`src/rtl/prime_disp_pkg.sv`:
```
// Shared types and ASCII constants for the prime-table LCD scroller.
// States, power-on row text and the nibble-to-hex helper live here.
package prime_disp_pkg;

   typedef enum logic [2:0] {
      S_WAIT_RDY,
      S_IDLE,
      S_READ,
      S_WAIT,
      S_COMMIT
   } state_t;

   localparam logic [127:0] ROW_A_RST = "Press BTN3 to   ";
   localparam logic [127:0] ROW_B_RST = "show a message..";
   localparam logic [55:0]  LINE_PFX  = "Prime #";
   localparam logic [31:0]  LINE_MID  = " is ";
   localparam logic [7:0]   ASCII_0   = 8'h30;
   localparam logic [7:0]   ASCII_A10 = 8'h37;  // 'A' - 10

   function automatic logic [7:0] hex_ascii(input logic [3:0] nib);
      return (nib < 4'd10) ? (ASCII_0 + {4'h0, nib}) : (ASCII_A10 + {4'h0, nib});
   endfunction

endpackage

```
`src/rtl/prime_line_fmt.sv`:
```
// Builds the 16-character "Prime #hh is vvv" line from a table index and value.
module prime_line_fmt
   import prime_disp_pkg::*;
(
   input  logic [7:0]   idx,
   input  logic [9:0]   val,
   output logic [127:0] line
);

   // Values are < 1024, so the leading digit is only ever 0..3.
   assign line = {LINE_PFX,
                  hex_ascii(idx[7:4]), hex_ascii(idx[3:0]),
                  LINE_MID,
                  ASCII_0 + {6'd0, val[9:8]},
                  hex_ascii(val[7:4]), hex_ascii(val[3:0])};

endmodule

```
`src/rtl/prime_scroll_ctrl.sv`:
```
// Prime-table to LCD-row scroll sequencer with direction toggle.
// Optional build macro SCROLL_PAUSE_EN adds a pause_toggle input that freezes the tick.
module prime_scroll_ctrl
   import prime_disp_pkg::*;
#(
   parameter int TICK_CYCLES = 70000000,
   parameter int IDX_W       = 8,
   parameter int VAL_W       = 10,
   parameter int RD_LAT      = 1
) (
   input  logic             clk,
   input  logic             reset,
   input  logic             table_ready,
   input  logic [IDX_W-1:0] table_count,
   input  logic             dir_toggle,
`ifdef SCROLL_PAUSE_EN
   input  logic             pause_toggle,
`endif
   output logic             rd_en,
   output logic [IDX_W-1:0] rd_addr,
   input  logic [VAL_W-1:0] rd_data,
   output logic [127:0]     row_A,
   output logic [127:0]     row_B,
   output logic             busy
);

   localparam int               TCW       = (TICK_CYCLES > 1) ? $clog2(TICK_CYCLES) : 1;
   localparam logic [TCW-1:0]   TICK_LAST = TCW'(TICK_CYCLES - 1);
   localparam logic [IDX_W-1:0] IDX_ONE   = IDX_W'(1);
   localparam logic [1:0]       WAIT_LAST = 2'(RD_LAT - 1);

   function automatic logic [IDX_W-1:0] wrap_inc(input logic [IDX_W-1:0] i,
                                                 input logic [IDX_W-1:0] c);
      return (i == c) ? IDX_ONE : i + IDX_ONE;
   endfunction

   function automatic logic [IDX_W-1:0] wrap_dec(input logic [IDX_W-1:0] i,
                                                 input logic [IDX_W-1:0] c);
      return (i == IDX_ONE) ? c : i - IDX_ONE;
   endfunction

   state_t           state;
   logic [IDX_W-1:0] idx;
   logic             dir;
   logic [TCW-1:0]   tick_cnt;
   logic             tick_pend;
   logic             tog_pend;
   logic [VAL_W-1:0] val_q;
   logic [1:0]       wcnt;
   logic             tick_run;
   logic             tick;
   logic             flip;
   logic [IDX_W-1:0] adj1, adj2, adj3, adv, idx_flip;
   logic [127:0]     line;

`ifdef SCROLL_PAUSE_EN
   logic paused;
   assign tick_run = (state != S_WAIT_RDY) && !paused;
`else
   assign tick_run = (state != S_WAIT_RDY);
`endif
   assign tick = tick_run && (tick_cnt == TICK_LAST);

   // A direction change re-centres idx three steps back so the new direction
   // continues from the line adjacent to what is already on screen.
   assign adj1     = dir ? wrap_inc(idx,  table_count) : wrap_dec(idx,  table_count);
   assign adj2     = dir ? wrap_inc(adj1, table_count) : wrap_dec(adj1, table_count);
   assign adj3     = dir ? wrap_inc(adj2, table_count) : wrap_dec(adj2, table_count);
   assign adv      = dir ? wrap_dec(idx,  table_count) : wrap_inc(idx,  table_count);
   assign flip     = dir_toggle ^ tog_pend;
   assign idx_flip = flip ? adj3 : idx;

   prime_line_fmt u_fmt (
      .idx  (8'(idx)),
      .val  (10'(val_q)),
      .line (line)
   );

   always_ff @(posedge clk) begin
      if (reset) begin
         state     <= S_WAIT_RDY;
         row_A     <= ROW_A_RST;
         row_B     <= ROW_B_RST;
         idx       <= IDX_ONE;
         dir       <= 1'b0;
         rd_en     <= 1'b0;
         rd_addr   <= '0;
         busy      <= 1'b0;
         tick_cnt  <= '0;
         tick_pend <= 1'b0;
         tog_pend  <= 1'b0;
         val_q     <= '0;
         wcnt      <= '0;
`ifdef SCROLL_PAUSE_EN
         paused    <= 1'b0;
`endif
      end else begin
         rd_en <= 1'b0;
`ifdef SCROLL_PAUSE_EN
         if (pause_toggle) paused <= ~paused;
`endif
         if (tick_run) tick_cnt <= tick ? '0 : tick_cnt + TCW'(1);
         if (tick && state != S_IDLE) tick_pend <= 1'b1;
         if (dir_toggle && (state == S_READ || state == S_WAIT || state == S_COMMIT))
            tog_pend <= ~tog_pend;

         case (state)
            S_WAIT_RDY: begin
               if (dir_toggle) begin
                  dir <= ~dir;
                  idx <= adj3;
               end
               if (table_ready && table_count != '0) state <= S_IDLE;
            end
            S_IDLE: begin
               // Pending and fresh toggles combine, and apply before a same-cycle tick.
               if (flip) begin
                  dir <= ~dir;
                  idx <= adj3;
               end
               tog_pend <= 1'b0;
               if (tick || tick_pend) begin
                  tick_pend <= 1'b0;
                  rd_en     <= 1'b1;
                  rd_addr   <= idx_flip;
                  busy      <= 1'b1;
                  state     <= S_READ;
               end
            end
            S_READ: begin
               wcnt  <= '0;
               state <= S_WAIT;
            end
            S_WAIT: begin
               if (wcnt == WAIT_LAST) begin
                  val_q <= rd_data;
                  state <= S_COMMIT;
               end else begin
                  wcnt <= wcnt + 2'd1;
               end
            end
            S_COMMIT: begin
               if (dir) begin
                  row_A <= line;
                  row_B <= row_A;
               end else begin
                  row_A <= row_B;
                  row_B <= line;
               end
               idx   <= adv;
               busy  <= 1'b0;
               state <= S_IDLE;
            end
            default: state <= S_WAIT_RDY;
         endcase
      end
   end

endmodule
```
`config.mk`:
```
export PLATFORM = sky130hd
export DESIGN_NAME = prime_scroll_ctrl
export DESIGN_NICKNAME = d
export VERILOG_FILES = /design/src/rtl/prime_disp_pkg.sv /design/src/rtl/prime_line_fmt.sv /design/src/rtl/prime_scroll_ctrl.sv
export SDC_FILE = /design/constraint.sdc
export NUM_CORES = 1
export LEC_CHECK = 0
export ABC_AREA = 1
export BUFFER_PORTS_ARGS = -buffer_cell sky130_fd_sc_hd__buf_2
export CORE_MARGIN = 1
export CORE_UTILIZATION = 56
export DETAILED_ROUTE_END_ITERATION = 7
export GPL_ROUTABILITY_DRIVEN = 1
export PLACE_DENSITY = 0.81
export RECOVER_POWER = 25
export SETUP_SLACK_MARGIN = 0.5
export SLEW_MARGIN = 20
export SYNTH_ARGS = -nofsm -noshare
export SYNTH_HDL_FRONTEND = slang
export SYNTH_SLANG_ARGS = --single-unit
```
`constraint.sdc`:
```
create_clock -name clk -period 5.5 [get_ports clk]
set_input_delay 1.1 -clock clk [delete_from_list [all_inputs] [get_ports clk]]
set_output_delay 1.1 -clock clk [all_outputs]
set_load 0.01 [all_outputs]
```
**Word-level counts from Yosys, hierarchy flattened**

Cells that the tools add are included.

- Register bits after elaboration: 319
- Output and inout bits: 266
- Logic and storage cells: 115

- Add/subtract/negate cells: 17
- Magnitude comparators: 4
- Equal/unequal tests: 18
- Mux-type cells: 35
- Bitwise gates (word level): 4
- Reduce and logical (&&, ||, !) cells: 24

Operators with widths:

| cell | count |
|---|---|
| two-way mux 128 bit | 2 |
| two-way mux 8 bit | 16 |
| adder 6 x 4 -> 7 bit, first input constant | 8 |
| adder 27 x 1 -> 27 bit, second input constant | 1 |
| == test 27 bit, second input constant | 1 |
| two-way mux 27 bit | 1 |
| adder 8 x 1 -> 8 bit, second input constant | 3 |
| == test 8 x 1 -> 1 bit, second input constant | 3 |
| == test 8 bit | 3 |
| one-hot mux 8 bit (3 select lines) | 1 |
| subtractor 8 x 1 -> 8 bit, second input constant | 3 |
| less-than comparator 4 bit, second input constant | 4 |
| one-hot mux 3 bit (5 select lines) | 1 |
| inequality test 2 bit, second input constant | 5 |
| AND reduction 2 bit | 5 |
| two-way mux 3 bit | 3 |
| nonzero test 8 bit | 1 |
| adder 6 x 2 -> 7 bit, first input constant | 1 |
| two-way mux 1 bit | 7 |
| == test 3 x 2 -> 1 bit, second input constant | 2 |
| AND reduction 3 bit | 2 |
| nonzero test 2 bit | 3 |
| nonzero test 3 bit | 2 |
| logical AND 1 bit | 4 |
| 14 further kinds | 20 |

**Depth between registers and ports, before layout**

- Depth after elaboration: 11
- Mapped depth: 32

**Hierarchy**

Synthesis repeated with hierarchy kept, for this count alone.

- Cells, all modules: 2481
- Area, all modules: 17118.9 um^2

Modules (own cells, without submodules):

| module | times used | cells an instance | area an instance (um^2) | seq. area each (um^2) |
|---|---|---|---|---|
| prime_scroll_ctrl | 1 | 2287 | 15910.3 | 6386.1 |
| prime_line_fmt | 1 | 194 | 1208.7 | 0.0 |

**Worst setup path after synthesis**

Ideal clock, no wire load.

- Kind: input to register
- Start point: input port table_count[4]
- End point: register idx[0]
- Setup time: 0.115 ns
- Arrival time: 3.810 ns
- Setup slack: 1.575 ns
- Cell stages on the path: 31
- Buffers on the path: 1
- Path through: inv_1 -> nand2_1 -> nand2_1 -> nand2_1 -> nor2_2 -> nand2_4 -> buf_6 -> nand2_1 -> nand2_1 -> nand2_1 -> ha_1 -> nand3_1 -> nor2_2 -> nand3_4 -> clkinv_4 -> nand2_1 -> nand3_1 -> nand2_1 -> inv_1 -> ha_1 -> inv_1 -> nor2_8 -> nand2_4 -> nand2_1 -> nand3_2 -> nand3_1 -> nand2_1 -> nand2_1 -> nand2_1 -> nand2_1 -> nand2_1

- Word-level cells in the longest chain between the ends: 11

RTL lines:

| element | line | text |
|---|---|---|
| from (decl) | prime_scroll_ctrl.sv:14 | `input logic [IDX_W-1:0] table_count,` |
| == test 8 bit | prime_scroll_ctrl.sv:34 | `return (i == c) ? IDX_ONE : i + IDX_ONE;` |
| two-way mux 8 bit | prime_scroll_ctrl.sv:34 |  |
| two-way mux 8 bit | prime_scroll_ctrl.sv:66 | `assign adj1 = dir ? wrap_inc(idx, table_count) : wrap_dec(idx, table_count);` |
| subtractor 8 x 1 -> 8 bit, or another cell as far along | prime_scroll_ctrl.sv:39 | `return (i == IDX_ONE) ? c : i - IDX_ONE;` |
| two-way mux 8 bit (on tied branches) | prime_scroll_ctrl.sv:39, prime_scroll_ctrl.sv:34 |  |
| two-way mux 8 bit | prime_scroll_ctrl.sv:67 | `assign adj2 = dir ? wrap_inc(adj1, table_count) : wrap_dec(adj1, table_count);` |
| subtractor 8 x 1 -> 8 bit, or another cell as far along | prime_scroll_ctrl.sv:39 |  |
| two-way mux 8 bit (on tied branches) | prime_scroll_ctrl.sv:39, prime_scroll_ctrl.sv:34 |  |
| two-way mux 8 bit | prime_scroll_ctrl.sv:68 | `assign adj3 = dir ? wrap_inc(adj2, table_count) : wrap_dec(adj2, table_count);` |
| two-way mux 8 bit (on tied branches) | prime_scroll_ctrl.sv:117, prime_scroll_ctrl.sv:109 |  |
| one-hot mux 8 bit (3 select lines) * | prime_scroll_ctrl.sv:107 | `case (state)` |
| to (signal assigned) | prime_scroll_ctrl.sv:111 | `idx <= adj3;` |
| to (signal assigned) | prime_scroll_ctrl.sv:119 | `idx <= adj3;` |
| to (signal assigned) | prime_scroll_ctrl.sv:150 | `idx <= adv;` |
| to (decl) | prime_scroll_ctrl.sv:43 | `logic [IDX_W-1:0] idx;` |

Mark *: on every way between the ends. The rest lies on a longest branch, timed or not. The select of a mux whose other input is x is not followed.
A chain may end at the register's enable or synchronous reset.

==> metrics <==
violated checks=max-capacitance violations, max-slew violations; final hold vios=0; Pleak=0.007172 uW; VDD IR max=0.2553 mV; CP Capture Type=flip-flop; first-pass GRT wire length=68.56 mm; post-synthesis cell type count=54; combinational power share=35.3%; clk sink count=319; 1st-iter DRT viols=1466; critical-path cell list=buf_4, inv_1, clkbuf_1, nand2_1, inv_1, o21ai_0, a22oi_1; FP Rows=58; WP data arrival=4940 ps; highest-delay cell along the critical path=clkbuf_1; # hold bufs at CTS=0; status=finished, violations left; fin crit share=81.17%; Max stage delay on crit path=1660 ps; H-tree levels=1; root buffer cell=clkbuf_16; Seq/Total Area, Yosys=44.38%; CP startpoint kind=primary input; Sequential Power Share=34.8%; Worst Path Buf+Inv=4; syn nets=1905; switching share of power=38.74%; Synth Instances=1867; Reg clk slew, reported paths=60 ps; Pins Over Slew Limit=54; Max-cap violations=1; first-pass detailed-route iteration total=5; Synth Cell Area=14390 um2; Final Critical Period=4465 ps; Clock Latency Late Sink=570 ps; Util after Layout=66.48%; DRC=0; critical-path maximum fanout=53; PwrDens=421.4 nW/um2; Setup TNS Final=0 ps; worst hold slack=467.8 ps; GRT overflow=0; Most common cell on crit path=inv_1; CTS Buf Count=31; final instance area=16740 um2; TritonCTS clock tree=done; Clock power frac=29.9%; initial antenna violation count=0; max_slew headroom=-55.07%; area delta synth->final=16.33%; HP Class=reg2reg; most frequent cells in the layout=nand2_1, dfxtp_1, inv_1; full die area=26340 um2; initial core utilization=57.14%; layout cells sized above 1=13.89%; Die Wd=162.3 um; clock skew=18.75 ps; Yosys Warn Count=0; die height=162.3 um; register bit total from synthesis=319; syn_area_per_cell=7.708 um2; Net Sw Power=2733 uW; Vias=14280; GP Congestion=0.9322; leading cell type in the layout, fill and taps excluded=nand2_1; Final setup viols=0; Crit Path Class=in2reg; CP required=5980 ps; placed cell areas=15880 um2; Total Wirelength=43.71 mm; RSZ-0062 raised after global routing=no; I/O pin count=288; placed wire-length estimate=29.47 mm; post_cts resized=0; drt wl/cell=17.86 um; Final Net Count=2133; DRT antenna net count=0; via-per-instance ratio=5.836; GRT Total Usage=32.12%; clk buf depth=3; # diodes=0; Core ar.=25180 um2; largest net degree at the start of global routing=87; IO buf count=287; CP top delay family=buffers and inverters; Cells after DPL=2392; Post-CTS Repair Setup Buffers=0; fmax=224.0 MHz; Pint=4322 uW; number of global-route vias before repair=13450; Worst-Margin Slew=2326 ps; Non-Filler Instances=2447
-- cell families (layout without fill, tap and decap cells) --
group / Yosys count / after routing / synth area share (%)
AND/OR/NAND/NOR: 695 / 695 / 21.30
buffers and inverters: 385 / 635 / 10.84
adder cells (fa/ha/maj): 16 / 16 / 1.391
AO/OA/AOI/OAI: 430 / 430 / 20.75
XOR/XNOR: 22 / 22 / 1.339
flip-flops: 319 / 319 / 44.38
-- worst min-delay path, stage by stage, from the launching register on --
cell and delay, ps:
dfxtp_1 310, inv_1 70, a32oi_1 50
-- path summary, 6_finish.rpt --
kind	cells past startpoint	from	endpoint	slack, ps
setup / recovery	7	reset	tick_cnt[16]$_SDFFE_PP0P_	1040
hold / removal	2	row_B[40]$_SDFFE_PP1P_	row_B[40]$_SDFFE_PP1P_	470
setup reg to reg	26	idx[5]$_SDFFE_PP0P_	rd_addr[6]$_SDFFE_PP0P_	1340
hold reg to reg	2	row_B[40]$_SDFFE_PP1P_	row_B[40]$_SDFFE_PP1P_	470
-- per-stage QoR --
stage / power [uW] / setup WS (ps)
2_1_floorplan: 4408 / 1575
3_3_place_gp: 4929 / 973.1
3_5_place_dp: 4937 / 919.4
4_1_cts: 7026 / 1395
5_1_grt: 7472 / 692.0
6_report: 7055 / 1035
-- flip-flops by register name, summed over array words and instances, names as in the netlist --
name and cells:
busy 1, dir 1, idx 8, rd_addr 8
rd_en 1, row_A 128, row_B 128, state 3
tick_cnt 27, tick_pend 1, tog_pend 1, val_q 10
wcnt 2
-- Yosys cell counts (all sizes together) --
master / n / area share [%]
xnor2: 4 / 0.24
a32o: 20 / 1.4
a21oi: 97 / 3.4
o2111ai: 1 / 0.061
nand3: 135 / 4.9
clkbuf: 88 / 2.6
o2bb2ai: 2 / 0.12
dfxtp: 319 / 44
a31oi: 4 / 0.17
nor4: 3 / 0.13
a22oi: 3 / 0.16
xor2: 18 / 1.1
buf: 19 / 0.85
nand2: 383 / 10
nor3: 17 / 0.63
ha: 16 / 1.4
or2: 4 / 0.17
o21ai: 81 / 2.8
a221oi: 13 / 0.79
nor2: 136 / 4.1
clkinv: 7 / 0.23
inv: 270 / 7.1
o211ai: 54 / 2.8
o32ai: 69 / 4.2
o221ai: 34 / 2.1
a22o: 1 / 0.061
o31ai: 6 / 0.31
a211oi: 9 / 0.47
nand3b: 4 / 0.30
bufbuf: 1 / 0.13
o22ai: 18 / 0.78
nand4: 13 / 0.57
a32oi: 2 / 0.12
o211a: 1 / 0.070
o21a: 5 / 0.26
a221o: 10 / 0.70
-- per-layer routing --
layer	share of wire, %	up-vias	GRT usage, %
met1	41	6732	41.07
met2	46	634	52.33
met5	0	-	0
met3	7.9	138	5.260
li1	-	6777	-
met4	4.8	0	16.04
-- power groups by stage --
stage                     clock network (uW)  registers, uW  logic [uW]
final                                   2110           2450        2490
after global routing                    2220           2460        2790
after CTS                               2130           2450        2450
after detailed placement                   0           2500        2440
after global placement                     0           2500        2430
after floorplan                            0           2460        1940
-- cell type report --
cell class,count,area (um2)
clock buffer,44,914.6
clock inverter,11,103.9
fill,2202,8442
inverter,277,1050
multi-input combinational,1163,6474
sequential,319,6387
tap,330,412.9
timing repair buffer,303,1398
No activity file was read; power rests on OpenSTA's default activity.
